## config.mk

```make
export PLATFORM = sky130hd
export DESIGN_NAME = mem_cmd_sequencer
export DESIGN_NICKNAME = d
export VERILOG_FILES = /design/src/rtl/mem_cmd_sequencer.sv
export SDC_FILE = /design/constraint.sdc
export NUM_CORES = 1
export LEC_CHECK = 0
export CAP_MARGIN = 20
export CORE_MARGIN = 3
export CORE_UTILIZATION = 60
export DETAILED_ROUTE_END_ITERATION = 10
export PLACE_DENSITY = 0.85
export SETUP_SLACK_MARGIN = 0.15
export SYNTH_ARGS = -nofsm -noshare
export SYNTH_HDL_FRONTEND = slang
export SYNTH_SLANG_ARGS = --single-unit
export TNS_END_PERCENT = 5
```

## constraint.sdc

```tcl
create_clock -name clk -period 4.24 [get_ports clk]
set_input_delay 0.848 -clock clk [delete_from_list [all_inputs] [get_ports clk]]
set_output_delay 0.848 -clock clk [all_outputs]
set_load 0.01 [all_outputs]
```

## src/rtl/mem_cmd_sequencer.sv

```systemverilog
// mem_cmd_sequencer: queues client read/write commands and issues them one at a time to a
// memory controller, returning read data on a valid/ready port with a watchdog abort.
module mem_cmd_sequencer #(
  parameter int ADDR_W  = 32,
  parameter int DEPTH   = 4,
  parameter int TIMEOUT = 1024
) (
  input  logic              clk,
  input  logic              reset,
  input  logic              cmd_valid,
  output logic              cmd_ready,
  input  logic              cmd_we,
  input  logic [ADDR_W-1:0] cmd_addr,
  input  logic [7:0]        cmd_wdata,
  output logic              rsp_valid,
  input  logic              rsp_ready,
  output logic [7:0]        rsp_rdata,
  output logic [ADDR_W-1:0] mem_addr,
  output logic              mem_wr_en,
  output logic              mem_rd_en,
  output logic [7:0]        mem_wdata,
  input  logic [7:0]        mem_rdata,
  input  logic              mem_busy,
  input  logic              mem_rd_rdy,
  output logic              timeout_err
);
  localparam int PW = $clog2(DEPTH);
  localparam int TW = $clog2(TIMEOUT);
  typedef enum logic [2:0] {IDLE, ISSUE, ARM, WAIT_WR, WAIT_RD} state_t;
  state_t            r_state, w_next;
  logic              r_init, r_we;
  logic [PW:0]       r_count;
  logic [PW-1:0]     r_wptr, r_rptr;
  logic [TW-1:0]     r_timer;
  logic              r_q_we   [DEPTH];
  logic [ADDR_W-1:0] r_q_addr [DEPTH];
  logic [7:0]        r_q_data [DEPTH];
  logic              w_push, w_pop, w_go, w_cap, w_to, w_hit;
  assign cmd_ready   = r_init && (r_count != (PW+1)'(DEPTH));
  assign w_push      = cmd_valid && cmd_ready;
  assign w_pop       = r_state == ISSUE;
  // a read may only issue once the previous response has been taken
  assign w_go        = (r_count != '0) && !mem_busy && (r_q_we[r_rptr] || !rsp_valid);
  assign w_hit       = r_timer == TW'(TIMEOUT - 1);
  assign mem_wr_en   = w_pop && r_we;
  assign mem_rd_en   = w_pop && !r_we;
  assign timeout_err = w_to;
  always_comb begin
    w_next = r_state;
    w_cap  = 1'b0;
    w_to   = 1'b0;
    case (r_state)
      IDLE:    w_next = w_go ? ISSUE : IDLE;
      ISSUE:   w_next = ARM;
      ARM: begin
        w_cap  = !r_we && mem_rd_rdy;
        w_next = w_cap ? IDLE : (r_we ? WAIT_WR : WAIT_RD);
      end
      WAIT_WR: begin
        w_to   = mem_busy && w_hit;
        w_next = (!mem_busy || w_to) ? IDLE : WAIT_WR;
      end
      WAIT_RD: begin
        w_cap  = mem_rd_rdy;
        w_to   = !mem_rd_rdy && w_hit;
        w_next = (w_cap || w_to) ? IDLE : WAIT_RD;
      end
      default: w_next = IDLE;
    endcase
  end
  always_ff @(posedge clk) begin
    if (w_push) begin
      r_q_we[r_wptr]   <= cmd_we;
      r_q_addr[r_wptr] <= cmd_addr;
      r_q_data[r_wptr] <= cmd_wdata;
    end
  end
  always_ff @(posedge clk or negedge reset) begin
    if (!reset) begin
      r_state   <= IDLE;
      r_init    <= 1'b0;
      r_we      <= 1'b0;
      r_count   <= '0;
      r_wptr    <= '0;
      r_rptr    <= '0;
      r_timer   <= '0;
      mem_addr  <= '0;
      mem_wdata <= '0;
      rsp_valid <= 1'b0;
      rsp_rdata <= '0;
    end else begin
      r_state <= w_next;
      r_init  <= 1'b1;
      r_count <= r_count + (PW+1)'(w_push) - (PW+1)'(w_pop);
      if (w_push) r_wptr <= r_wptr + PW'(1);
      if (w_pop) r_rptr <= r_rptr + PW'(1);
      if (r_state == IDLE && w_go) begin
        r_we      <= r_q_we[r_rptr];
        mem_addr  <= r_q_addr[r_rptr];
        mem_wdata <= r_q_data[r_rptr];
      end
      r_timer <= w_pop ? '0 : (r_state inside {ARM, WAIT_WR, WAIT_RD}) ? r_timer + TW'(1) : r_timer;
      if (w_cap) begin
        rsp_valid <= 1'b1;
        rsp_rdata <= mem_rdata;
      end else if (rsp_valid && rsp_ready) rsp_valid <= 1'b0;
    end
  end
endmodule
```

Word-level counts from Yosys, hierarchy flattened
Memories as Yosys holds them, arrays and structs flattened. A register that Yosys moved wholly into a read port is not among the register bits.
Cells that the tools add are included.

word-level totals
  register bits = 31
  memory bits (writable) = 164
  output and inout bits = 53
  memories = 3
  bits of input ports = 55
  word-level logic and storage cells = 62

cells by class
  mux-type cells = 14
  eq/ne operators = 6
  reductions and logical operators = 25
  add/sub/neg operators = 5

memory list
  name      depth  width  rd ports  clocked after memory_dff  write ports  RTL line  RTL
  r_q_addr  4      32     1         1                         1            36        logic [ADDR_W-1:0] r_q_addr [DEPTH];
  r_q_data  4      8      1         1                         1            37        logic [7:0] r_q_data [DEPTH];
  r_q_we    4      1      1         0                         1            35        logic r_q_we [DEPTH];

operator list
  kind                                            count
  two-way mux 10 bit                              2
  one-hot mux 3 bit (5 select lines)              1
  logical AND 1 bit                               11
  adder 10 x 1 -> 10 bit (second input constant)  1
  == test 10 bit (second input constant)          1
  two-way mux 3 bit                               3
  == test 3 x 2 -> 1 bit (second input constant)  2
  logical NOT 1 bit                               6
  nonzero test 3 bit                              2
  two-way mux 1 bit                               5
  adder 2 x 1 -> 2 bit (second input constant)    2
  one-hot mux 1 bit (2 select lines)              2
  nonzero test 2 bit                              2
  adder 3 x 1 -> 3 bit                            1
  == test 3 x 1 -> 1 bit (second input constant)  1
  == test 3 bit (second input constant)           1
  logical NOT 3 bit                               1
  logical OR 1 bit                                3
  != test 3 bit (second input constant)           1
  subtractor 3 x 1 -> 3 bit                       1
  two-way mux 2 bit                               1

Longest topological paths before layout
  depth after elaboration = 5
  gate-level depth with buffers = 10
  depth with buffers taken out = 10

Worst setup path after synthesis
OpenSTA, ideal clock, no wires.

  path type = input -> register
  start = input cmd_valid
  end = memory r_q_addr[0][0] (enable)
  setup slack = 1953 ps
  stages on the path = 1
  arrival = 1884 ps
  data required time = 3837 ps
  library setup time = 403 ps
  path buffers = 0
  path through = and3_1

on the way
  longest elaborated chain between the ends = 3

RTL lines
  element                                  RTL line  RTL
  start: declaration                       10        input logic cmd_valid,
  logical AND 1 bit                        40        assign w_push = cmd_valid && cmd_ready;
  two-way mux 1 bit                        72        if (w_push) begin
  two-way mux 1 bit (not written as such)  74        r_q_addr[r_wptr] <= cmd_addr;
  end: declaration                         36

Every way passes these cells.

Final worst setup path
  start = register r_state[2]
  end = output mem_wr_en

on the way
  longest elaborated chain between the ends = 2

RTL lines
  element                   RTL line  RTL
  start: declaration        30        state_t r_state, w_next;
  start signal: assignment  92        r_state <= w_next;
  == test 3 x 1 -> 1 bit    41        assign w_pop = r_state == ISSUE;
  logical AND 1 bit         45        assign mem_wr_en = w_pop && r_we;
  end: declaration          19        output logic mem_wr_en,

Every way passes these cells.

==> impl_metrics.py <==
metrics = {
    "status": {
        "status": "completed",
    },
    "final_layout": {
        "nNetsFinal": 660,
        "diodes": 0,
        "drive_gt1_share_pct": 21.2,
        "area_growth_pct": 21.7,
        "stdcell_area_mm2": 0.0113,
        "final_core_util_pct": 76.1,
    },
    "global_routing": {
        "grt_pass1_wl_um": 28300,
        "grt_usage_pct": 21.7,
        "grt_max_degree": 72,
        "grt_pass1_vias": 5163,
        "grt_overflow_total": 0,
        "antenna_found_initial": 1,
    },
    "power_and_ir_drop": {
        "power_leakage_nw": 4.17,
        "internal_power_mw": 5.64,
        "irDropWorstVdd_mv": 0.595,
        "p_comb_share_pct": 31.3,
        "p_sw_share_pct": 28.1,
        "seqPwrFrac_pct": 42.4,
        "powerDensity_mw_per_mm2": 694,
        "p_switching_mw": 2.20,
        "pwr-share-clk_pct": 26.3,
    },
    "synth": {
        "yosysUniqueCellTypes": 52,
        "synth_top_area_share_pct": 53.0,
        "ys_warn_count": 0,
        "synth-edff-count": 164,
        "syn_area_per_cell_um2": 19.4,
        "synth_area_leaders": "edfxtp_1 (53%), dfrtp_1 (19%), mux4_2 (9.7%)",
        "ys_seq_area_share_pct": 72.1,
        "async_reset_ff_share_pct": 30.2,
        "yosys.area.top_type": "edfxtp_1",
        "ys_ff_latch": 235,
        "syn_inst": 480,
        "synth_area_mm2": 0.00929,
        "synth_nets": 543,
        "synth_flop_cell": "edfxtp_1",
    },
    "placement": {
        "dpl.hpwl_um": 10500,
        "gp_congestion": 0.807,
        "dpl_worst_slack_ns": 1.20,
        "place.port_buffers": 107,
        "placed_area_mm2": 0.0105,
    },
    "route": {
        "route.detailed.drc": 0,
        "ant_nets": 0,
        "vias": 4811,
        "dr.pass1.iters": 6,
        "wl_per_cell_um": 22.3,
        "viasPerCell": 6.03,
        "drt-initial-drc-count": 334,
        "routed_wirelength_um": 17800,
    },
    "job": {
        "cap_violations": 0,
    },
    "timing": {
        "finalSetupViolCount": 0,
        "relSlewSlack_pct": 35.3,
        "fmax_mhz": 288,
        "rsz0062_at_grt": "no",
        "finalHoldViolCount": 0,
        "fin_ws_ns": 0.767,
        "worst_pin_slew_ns": 0.971,
        "final.setup_skew_ns": 0.0150,
        "layout_min_cycle_time_ns": 3.47,
        "post-route-period-util_pct": 81.9,
        "drv_slew": 0,
        "tns_ns": 0,
    },
    "clock_network": {
        "clock_sinks": 235,
        "path_clk_slew_ns": 0.06,
        "post_cts.repair.setup_buffers": 0,
        "numCtsBuffers": 24,
        "cts_hold_buf": 0,
        "cts_buffer_depth": 3,
        "cts_tree": "done",
        "clock-root-buffer": "clkbuf_16",
        "post_cts_resized": 0,
        "htree_levels": 1,
        "insertion_delay_ns": 0.53,
    },
    "die": {
        "rows": 44,
        "dieArea_mm2": 0.0170,
        "boundaryPins": 108,
        "coreArea_mm2": 0.0149,
        "initial_core_util_pct": 62.5,
        "dieHeight_um": 130,
        "fp.dieW_um": 130,
    },
    "critical_path": {
        "end_kind": "output port",
        "cp_data_required_time_ns": 3.39,
        "path_max_fanout": 28,
        "worst_setup_path_start_kind": "register",
        "arrival_ns": 2.63,
        "critical_path_class": "register to output port",
    },
    "worst_hold_path": {
        "hp-class": "primary input to async pin",
    },
}
-- through the flow --
stage / hold slack, ns / power, mW / instances
floorplan: 0.503 / 4.90 / 480
global placement: 0.473 / 5.72 / 755
detailed placement: 0.480 / 5.83 / 755
CTS: 0.494 / 7.92 / 798
global route: 0.498 / 8.23 / 798
finish: 0.475 / 7.85 / 798
-- synthesized netlist by cell type (4+ instances only) --
cell      instances
edfxtp_1        164
dfrtp_1          71
mux2_1           12
buf_2             8
buf_6             4
ha_1              7
nand2_1          13
and3_1            6
xnor2_1           6
a21oi_1           9
mux2i_1           4
nor2_1           16
o21ai_1           5
clkbuf_1         12
nor2b_1           4
nand3_1           6
nand4_1           4
mux2_4           39
nor3_1            5
inv_1             6
mux4_2           40
-- power groups by stage --
stage	clock [mW]	sequential [mW]	combinational [mW]
3_3_place_gp	0	3.33	2.39
3_5_place_dp	0	3.36	2.47
4_1_cts	2.10	3.33	2.50
6_report	2.07	3.33	2.45
5_1_grt	2.19	3.38	2.65
2_1_floorplan	0	3.31	1.59
-- cells by family after synthesis --
kind of cell	after synthesis	synth area share, %
flip-flops	235	72.1
multiplexers	96	18.0
AND/OR/NAND/NOR	64	3.50
AO/OA/AOI/OAI	36	2.68
buffers and inverters	33	1.80
adder cells (fa/ha/maj)	8	1.16
XOR/XNOR	7	0.660
other	1	0.0404
-- sequential cells by signal (all words and copies together), names as in the netlist --
name,count
rsp_valid,1
r_timer,10
r_q_we,4
r_init,1
r_q_addr,128
r_q_data,32
mem_addr,32
r_wptr,2
rsp_rdata,8
mem_wdata,8
r_state,3
r_we,1
r_rptr,2
r_count,3
-- cell usage in the layout, fill, tap and decap left out, types with 3 or more instances in the layout --
cell type	instances
nand2_1	13
mux2_4	39
mux2_1	12
buf_4	10
a21oi_1	9
bufinv_16	3
inv_1	6
nor3_1	5
clkinv_1	7
mux2i_1	4
o21ai_1	5
clkbuf_1	6
ha_1	7
mux4_2	40
clkbuf_16	24
xnor2_1	6
nand3_1	6
dfrtp_1	69
edfxtp_1	164
nor2b_1	4
nand4_1	4
nor2_1	16
and3_2	4
clkdlybuf4s50_1	106
-- cell type report --
| type | instances | area [µm²] |
|---|---|---|
| clock buffer | 30 | 623 |
| clock inverter | 13 | 156 |
| fill | 823 | 3560 |
| inverter | 8 | 30.0 |
| multi-input combinational | 212 | 2420 |
| sequential | 235 | 6710 |
| tap | 184 | 230 |
| timing repair buffer | 116 | 1140 |
-- metal layers --
layer | GRT usage, % | share of wire (%)
met5 | 0 | 0.073
met4 | 6.29 | 2.5
met3 | 5.41 | 8.3
met2 | 36.5 | 50
met1 | 28.8 | 39
-- final timing paths --
path / startpoint / to / slack, ns / cells after the start
max: r_state[2] / mem_wr_en / 0.77 / 4
min: reset / mem_addr[12] / 0.47 / 1
max reg2reg: r_state[2] / r_count[2] / 1.61 / 8
min reg2reg: rsp_rdata[6] / rsp_rdata[6] / 0.49 / 1
max in group asynchronous: reset / r_rptr[0] / 3.04 / 1
min in group clk: rsp_rdata[6] / rsp_rdata[6] / 0.49 / 1
-- worst max-delay path: stages, from the launching register on --
cell and delay, ns:
dfrtp_1 0.68, or3b_1 0.59, inv_2 0.16, and2_1 0.14, clkdlybuf4s50_1 0.53
(Power assumes the default switching activity.)
